**config.mk**
```make
export PLATFORM = sky130hd
export DESIGN_NAME = bf16_norm
export DESIGN_NICKNAME = d
export VERILOG_FILES = /design/src/rtl/bf16_pkg.sv /design/src/rtl/lzc.sv /design/src/rtl/bf16_norm.sv
export SDC_FILE = /design/constraint.sdc
export NUM_CORES = 1
export LEC_CHECK = 0
export ABC_AREA = 0
export CORE_ASPECT_RATIO = 0.6
export CORE_UTILIZATION = 42
export DETAILED_ROUTE_END_ITERATION = 16
export GPL_ROUTABILITY_DRIVEN = 0
export PLACE_DENSITY = 0.77
export SYNTH_ARGS = -nofsm -noshare
export SYNTH_HDL_FRONTEND = slang
export SYNTH_SLANG_ARGS = --single-unit
```
**constraint.sdc**
```tcl
create_clock -name clk -period 2.8 [get_ports clk]
set_input_delay 0.56 -clock clk [delete_from_list [all_inputs] [get_ports clk]]
set_output_delay 0.56 -clock clk [all_outputs]
set_load 0.02 [all_outputs]
```
**src/rtl/bf16_pkg.sv**
```systemverilog
// rtl/bf16_pkg.sv - BFloat16 format constants and packed word type
package bf16_pkg;

  localparam int BF16_EXP_W   = 8;
  localparam int BF16_FRAC_W  = 7;
  localparam int BF16_BIAS    = 127;
  localparam int BF16_EXP_MAX = 255;

  typedef struct packed {
    logic                   sign;
    logic [BF16_EXP_W-1:0]  exp;
    logic [BF16_FRAC_W-1:0] frac;
  } bf16_t;

endpackage

```
**src/rtl/lzc.sv**
```systemverilog
// rtl/lzc.sv - leading-zero counter, returns W for an all-zero input
module lzc #(
  parameter int W  = 16,
  parameter int CW = $clog2(W + 1)
) (
  input  logic [W-1:0]  din,
  output logic [CW-1:0] cnt
);

  // Scanning upward lets the highest set bit overwrite every lower one.
  always_comb begin
    cnt = CW'(W);
    for (int i = 0; i < W; i++) begin
      if (din[i]) cnt = CW'(W - 1 - i);
    end
  end

endmodule

```
**src/rtl/bf16_norm.sv**
```systemverilog
// rtl/bf16_norm.sv - two-stage BF16 normalize-and-pack, optional RNE via BF16_NORM_ROUND_EN
module bf16_norm
  import bf16_pkg::*;
#(
  parameter int M_W = 16,
  parameter int E_W = 10
) (
  input  logic           clk,
  input  logic           rst,
  input  logic           valid_i,
  output logic           ready_o,
  input  logic           sign_i,
  input  logic [E_W-1:0] exp_i,
  input  logic [M_W-1:0] mant_i,
  output logic           valid_o,
  input  logic           ready_i,
  output logic [15:0]    res_o,
  output logic           of_o,
  output logic           uf_o
);

  localparam int LZ_W = $clog2(M_W + 1);

  logic [LZ_W-1:0] lz_in;
  logic            s1_v, s1_sign;
  logic [E_W-1:0]  s1_exp;
  logic [M_W-1:0]  s1_mant;
  logic [LZ_W-1:0] s1_lz;

  logic            s2_v, s2_of, s2_uf;
  bf16_t           s2_res;

  logic            s1_load, s2_load;

  lzc #(.W(M_W)) u_lzc (
    .din (mant_i),
    .cnt (lz_in)
  );

  assign ready_o = ~s1_v | ~s2_v | ready_i;
  assign s1_load = valid_i & ready_o;
  assign s2_load = s1_v & (~s2_v | ready_i);

  // Exponent of the normalized value; one wider than the input so overflow and
  // underflow stay distinguishable by sign.
  logic [E_W:0] e_base, e_fin;
  logic [6:0]   frac;
  logic         nz;

  assign e_base = {s1_exp[E_W-1], s1_exp} + (E_W+1)'(1) - (E_W+1)'(s1_lz);

`ifdef BF16_NORM_ROUND_EN
  logic [M_W-1:0] n;
  logic           guard, sticky, rnd;
  logic [7:0]     frac_inc;

  assign n        = s1_mant << s1_lz;
  assign guard    = n[M_W-9];
  assign sticky   = |n[M_W-10:0];
  assign rnd      = guard & (sticky | n[M_W-8]);
  assign frac_inc = {1'b0, n[M_W-2 -: 7]} + 8'(rnd);
  assign nz       = n[M_W-1];
  assign frac     = frac_inc[6:0];
  assign e_fin    = e_base + (E_W+1)'(frac_inc[7]);
`else
  logic [7:0] n_top;

  assign n_top = 8'((s1_mant << s1_lz) >> (M_W - 8));
  assign nz    = n_top[7];
  assign frac  = n_top[6:0];
  assign e_fin = e_base;
`endif

  logic  e_le0, e_ge_max;
  bf16_t nxt_res;
  logic  nxt_of, nxt_uf;

  assign e_le0    = e_fin[E_W] | (e_fin == '0);
  assign e_ge_max = ~e_fin[E_W] & (e_fin >= (E_W+1)'(BF16_EXP_MAX));

  // A nonzero mantissa always normalizes with its leading one at the MSB.
  always_comb begin
    nxt_res      = '0;
    nxt_res.sign = s1_sign;
    nxt_of       = 1'b0;
    nxt_uf       = 1'b0;
    if (nz && e_le0) begin
      nxt_uf = 1'b1;
    end else if (nz && e_ge_max) begin
      nxt_res.exp = '1;
      nxt_of      = 1'b1;
    end else if (nz) begin
      nxt_res.exp  = e_fin[7:0];
      nxt_res.frac = frac;
    end
  end

  always_ff @(posedge clk) begin
    if (rst) begin
      s1_v    <= 1'b0;
      s1_sign <= 1'b0;
      s1_exp  <= '0;
      s1_mant <= '0;
      s1_lz   <= '0;
      s2_v    <= 1'b0;
      s2_res  <= '0;
      s2_of   <= 1'b0;
      s2_uf   <= 1'b0;
    end else begin
      if (s1_load) begin
        s1_v    <= 1'b1;
        s1_sign <= sign_i;
        s1_exp  <= exp_i;
        s1_mant <= mant_i;
        s1_lz   <= lz_in;
      end else if (s2_load) begin
        s1_v <= 1'b0;
      end

      if (s2_load) begin
        s2_v   <= 1'b1;
        s2_res <= nxt_res;
        s2_of  <= nxt_of;
        s2_uf  <= nxt_uf;
      end else if (ready_i) begin
        s2_v <= 1'b0;
      end
    end
  end

  assign valid_o = s2_v;
  assign res_o   = s2_res;
  assign of_o    = s2_of;
  assign uf_o    = s2_uf;

endmodule

```
==> results of run 1 <==
[worst max-delay path, stage by stage, from the launching register on]
cell	delay [ns]
dfxtp_2	0.34
inv_2	0.05
ha_4	0.25
inv_2	0.04
ha_4	0.15
fa_2	0.37
a211oi_2	0.24
o21bai_1	0.10
a21oi_2	0.24
mux2i_2	0.36
and4_4	0.29
nor4b_4	0.05
buf_6	0.14
a22o_1	0.19
[synth_stat cells (2+ instances only)]
cell / instances
mux4_2: 10
o22ai_1: 3
a21boi_0: 6
mux2i_1: 6
nor2b_1: 3
o21bai_1: 2
nand4_1: 4
o21ai_0: 14
o31ai_1: 4
nand3_1: 5
nand2b_1: 4
a211oi_1: 2
xor2_1: 2
nand2_1: 87
o21ai_2: 2
a21oi_1: 46
nor4_1: 3
ha_1: 14
inv_1: 19
nand3b_1: 2
clkbuf_1: 9
a22oi_1: 7
nor2_1: 20
dfxtp_1: 52
buf_1: 6
and3_1: 2
and4_4: 2
buf_2: 2
nor3_1: 5
a21o_1: 2
a22o_1: 7
[where the power goes]
| part | switching (mW) | internal (mW) | leakage [nW] |
|---|---|---|---|
| registers | 0.0286 | 0.768 | 0.425 |
| logic | 0.266 | 0.218 | 1.00 |
| clock network | 0.283 | 0.426 | 0.0815 |
| total | 0.578 | 1.41 | 1.51 |
[final cells by class]
| type | instances | share of cell area (%) |
|---|---|---|
| multi-input cells | 289 | 48.9 |
| flip-flops and latches | 52 | 25.4 |
| repair buffers | 76 | 17.1 |
| clock buffers | 6 | 3.14 |
| well taps | 87 | 2.65 |
| inverters | 20 | 1.83 |
| clock inverters | 2 | 0.945 |
[cell families after synthesis]
kind of cell	count (synthesis)	synth area share [%]
and+or+nand+nor	144	21.3
xor gates and xnor gates	4	1.37
buffers and inverters	38	4.79
DFF	52	33.5
AOI/OAI and AO/OA	109	23.2
adders and majority gates	15	6.29
muxes	17	9.55
[per-layer routing]
layer | GRT usage [%] | vias up | part of all wire (%)
met3 | 4.46 | 10 | 9.0
met2 | 33.5 | 146 | 39
met4 | 4.44 | 0 | 0.77
met1 | 36.0 | 1408 | 52
li1 | - | 1474 | -
met5 | 0 | - | 0
[metrics by stage]
| stage | setup slack (ns) | instance area, sq um | utilization (%) | hold slack (ns) |
|---|---|---|---|---|
| after CTS | -0.113 | 4070 | 58.9 | 0.461 |
| after floorplan | 0.0256 | 3120 | - | 0.432 |
| after global placement | -0.138 | 3800 | 55.0 | 0.440 |
| after global routing | -0.294 | 4100 | 59.4 | 0.471 |
| after detailed placement | -0.312 | 3800 | 55.0 | 0.451 |
| final | -0.129 | 4100 | 59.4 | 0.461 |
[path summary, 6_finish.rpt]
| check | slack [ns] | startpoint | depth (start not counted) | to |
|---|---|---|---|---|
| setup / recovery | -0.13 | s1_exp[1]$_SDFFE_PP0P_ | 13 | res_o[2]$_SDFFE_PP0P_ |
| hold / removal | 0.46 | s1_sign$_SDFFE_PP0P_ | 2 | res_o[15]$_SDFFE_PP0P_ |
| hold reg to reg | 0.46 | s1_sign$_SDFFE_PP0P_ | 2 | res_o[15]$_SDFFE_PP0P_ |
| setup reg to reg | -0.13 | s1_exp[1]$_SDFFE_PP0P_ | 13 | res_o[2]$_SDFFE_PP0P_ |
[sequential cells by signal, summed over array words and instances, names as in the netlist]
signal	cells
of_o	1
s1_sign	1
s1_exp	10
s1_mant	16
uf_o	1
s1_v	1
res_o	16
valid_o	1
s1_lz	5
[timing repair]
action,in CTS,in global routing
hold buffers,0,0
endpoints found under the hold margin,0,0
setup buffers,4,3
pin swaps,20,10
cloned,0,0
endpoints found under the setup margin,17,17
resized for setup,16,4
==> results.json, run 1 <==
{
  "status": "complete, but fails checks",
  "violations": "setup timing",
  "setup_viol": 17,
  "seqCellArea_sq_um": 1040,
  "final_common_cell": "nand2_1",
  "chipHeight_um": 68.6,
  "hold_viol_final": 0,
  "synth_top_area_share_pct": 33.5,
  "grt_max_degree": 41,
  "ant_nets": 0,
  "vias_per_cell": 5.71,
  "rsz0062_at_grt": "true",
  "slew_headroom_pct": 36.6,
  "ios": 51,
  "power_leakage_nw": 1.51,
  "ys_types": 58,
  "synth.area.top_cells": "dfxtp_1, nand2_1, a21oi_1, mux4_2, ha_1",
  "synth_edf_count": 0,
  "drc_errors": 0,
  "num_vias": 3038,
  "cts_tree": "done",
  "fin_crit_ns": 2.93,
  "synth.largest_area_cell": "dfxtp_1",
  "fillerInstances": 617,
  "report.final.slew_viol_count": 0,
  "cts_max_level": 2,
  "setup_slack_ns": -0.129,
  "insertion_delay_ns": 0.29,
  "hp-class": "register to register",
  "yosys_warnings": 0,
  "synth-main-ff-cell": "dfxtp_1",
  "cp_max_fo": 7,
  "fin_setup_tns_ns": -1.79,
  "core_sq_um": 6910,
  "post_drt_wl_per_cell_um": 16.6,
  "antenna_found_initial": 0,
  "clock_skew_ns": 0.00602,
  "grt_pass1_wl_um": 13900,
  "synth_fp_nets": 425,
  "power_density_nw_per_um2": 485,
  "maxCapViolations": 0,
  "tritoncts_num_sinks": 52,
  "root_buffer": "clkbuf_16",
  "syn_area_sq_um": 3110,
  "drive_gt1_share_pct": 16.6,
  "final_cell_mix": "nand2_1, dfxtp_1, clkdlybuf4s50_1, a21oi_1, buf_4",
  "grtUsageTotal_pct": 23.4,
  "post_synth.cell_area_avg_sq_um": 8.19,
  "multiInputGateArea_sq_um": 2010,
  "cts_inserted_buffers": 5,
  "dp_hpwl_um": 6510,
  "dr.first_iter.drc_count": 272,
  "grt_pass1_vias": 2689,
  "crit_type": "register to register",
  "placed_cells": 518,
  "yosysSeqAreaShare_pct": 33.5,
  "cp.required_ns": 2.98,
  "syn_inst": 379,
  "ir_drop_mv": 0.289,
  "antenna_cells": 0,
  "drt-pass1-iter-count": 5,
  "async_flop_share_pct": 0,
  "start_kind": "register",
  "cts_buffer_depth": 2,
  "ys_ff_latch": 52,
  "areaGrowthSynthToFinish_pct": 32.1,
  "grt_overflow": 0,
  "worst_pin_slew_ns": 0.948,
  "rows": 23,
  "fin_total_pwr_mw": 1.99,
  "fin_cells": 532,
  "fmax_mhz": 341,
  "wirelength_um": 8820,
  "arrival_ns": 3.11,
  "port_buffers": 50,
  "die_area_sq_um": 7750,
  "finalNetCount": 490,
  "path_clk_slew_ns": 0.07,
  "cp-end-kind": "register",
  "period_share_pct": 105,
  "die_x_um": 113,
  "initial_core_util_pct": 45.0
}
(Power assumes the default switching activity.)
==> run 2, diff against run 1 <==
--- a/config.mk
+++ b/config.mk
@@ -10,7 +10,7 @@
 export CORE_UTILIZATION = 42
 export DETAILED_ROUTE_END_ITERATION = 16
 export GPL_ROUTABILITY_DRIVEN = 0
-export PLACE_DENSITY = 0.77
+export PLACE_DENSITY = 0.68
 export SYNTH_ARGS = -nofsm -noshare
 export SYNTH_HDL_FRONTEND = slang
 export SYNTH_SLANG_ARGS = --single-unit
==> results.json, run 2 (synthesis results as in run 1) <==
{
  "cp_max_fo": 7,
  "switching_share_pct": 30.1,
  "grt_pass1_vias": 2709,
  "utilization_pct": 58.8,
  "power_leakage_nw": 1.49,
  "die_x_um": 113,
  "root_buffer": "clkbuf_16",
  "cts_inserted_buffers": 5,
  "wirelength_um": 8200,
  "port_buffers": 50,
  "grtUsageTotal_pct": 22.8,
  "violations": "setup timing",
  "finalNetCount": 487,
  "setup_viol": 12,
  "final_cell_mix": "nand2_1, dfxtp_1, clkdlybuf4s50_1, a21oi_1",
  "rsz0062_at_grt": "true",
  "initial_core_util_pct": 45.0,
  "grt_max_degree": 41,
  "ir_drop_mv": 0.263,
  "crit_type": "register to register",
  "path_clk_slew_ns": 0.07,
  "dr.first_iter.drc_count": 249,
  "vias_per_cell": 5.45,
  "antenna_cells": 0,
  "dp_hpwl_um": 6330,
  "cts_tree": "done",
  "grt_pass1_wl_um": 13500,
  "hold_viol_final": 0,
  "worst_pin_slew_ns": 0.962,
  "cts_max_level": 2,
  "setup_slack_ns": -0.0788,
  "dpl_cell_area_sq_um": 3820,
  "status": "complete, but fails checks",
  "fmax_mhz": 347,
  "rows": 23,
  "antenna_found_initial": 0,
  "start_kind": "register",
  "cts_buffer_depth": 2,
  "drive_gt1_share_pct": 15.8,
  "post_drt_wl_per_cell_um": 15.5,
  "report.final.slew_viol_count": 0,
  "maxCapViolations": 0,
  "design_area_sq_um": 4060,
  "fin_total_pwr_mw": 1.88,
  "tritoncts_num_sinks": 52,
  "fin_crit_ns": 2.88,
  "slew_headroom_pct": 35.7,
  "cp-end-kind": "register",
  "drc_errors": 0,
  "grt_overflow": 0,
  "die_area_sq_um": 7750,
  "insertion_delay_ns": 0.29,
  "combPwrFrac_pct": 24.0,
  "areaGrowthSynthToFinish_pct": 30.7,
  "r2r_cells": 13,
  "drt-pass1-iter-count": 4,
  "chipHeight_um": 68.6,
  "placed_cells": 520,
  "hp-class": "register to register",
  "ant_nets": 0,
  "dp_slack_ns": -0.262,
  "whs_path_depth": 2,
  "power.clock.fraction_pct": 33.7,
  "switching_power_mw": 0.567,
  "core_sq_um": 6910,
  "arrival_ns": 3.06,
  "hold-worst-slack_ns": 0.458,
  "final_common_cell": "nand2_1",
  "period_share_pct": 103,
  "holdBufCountCts": 0,
  "ios": 51,
  "fin_cells": 529,
  "clock_skew_ns": 0.00706,
  "fin_setup_tns_ns": -0.514,
  "p_int_mw": 1.31,
  "power_density_nw_per_um2": 464,
  "cp.required_ns": 2.98,
  "pwr-share-seq_pct": 42.2,
  "num_vias": 2884
}
run 2: worst paths after layout:
| path | slack (ns) | from | endpoint |
|---|---|---|---|
| setup reg to reg | -0.08 | s1_exp[1]$_SDFFE_PP0P_ | res_o[6]$_SDFFE_PP0P_ |
| setup / recovery | -0.08 | s1_exp[1]$_SDFFE_PP0P_ | res_o[6]$_SDFFE_PP0P_ |
| hold / removal | 0.46 | uf_o$_SDFFE_PP0P_ | uf_o$_SDFFE_PP0P_ |
| hold reg to reg | 0.46 | uf_o$_SDFFE_PP0P_ | uf_o$_SDFFE_PP0P_ |
run 2: cell type report:
type | instances | area (sq um)
clock inverters | 3 | 25.0
fillers | 631 | 2850
multi-input cells | 289 | 1990
inverters | 20 | 75.1
clock buffers | 5 | 125
flip-flops and latches | 52 | 1040
well taps | 87 | 109
repair buffers | 73 | 693
run 2: power groups by stage:
stage	clock [mW]	combinational (mW)	sequential [mW]
6_report	0.635	0.452	0.795
2_1_floorplan	0	0.272	0.806
5_1_grt	0.673	0.499	0.799
3_5_place_dp	0	0.431	0.810
3_3_place_gp	0	0.424	0.809
4_1_cts	0.644	0.443	0.794
run 2: what timing repair did:
item,in CTS,in global routing
buffers inserted,1,2
endpoints found under the setup margin,16,17
pin swaps,16,9
resized for setup,9,9
hold endpoints to repair,0,0
run 2: critical path, stage by stage (launching register included):
cell	delay, ns
dfxtp_2	0.33
inv_2	0.05
ha_4	0.25
inv_2	0.04
ha_4	0.15
fa_2	0.36
a211oi_2	0.23
o21bai_1	0.11
a21oi_2	0.26
mux2i_2	0.33
and4_4	0.28
nor4b_4	0.05
buf_6	0.14
a22o_1	0.19
run 2: metal layers:
metal / GRT usage (%) / wire length, um / vias up
met5: 0 / 0 / -
met4: 4.61 / 42 / 0
met3: 5.24 / 655 / 8
met2: 31.7 / 3030 / 91
met1: 35.2 / 4470 / 1303
li1: - / - / 1482
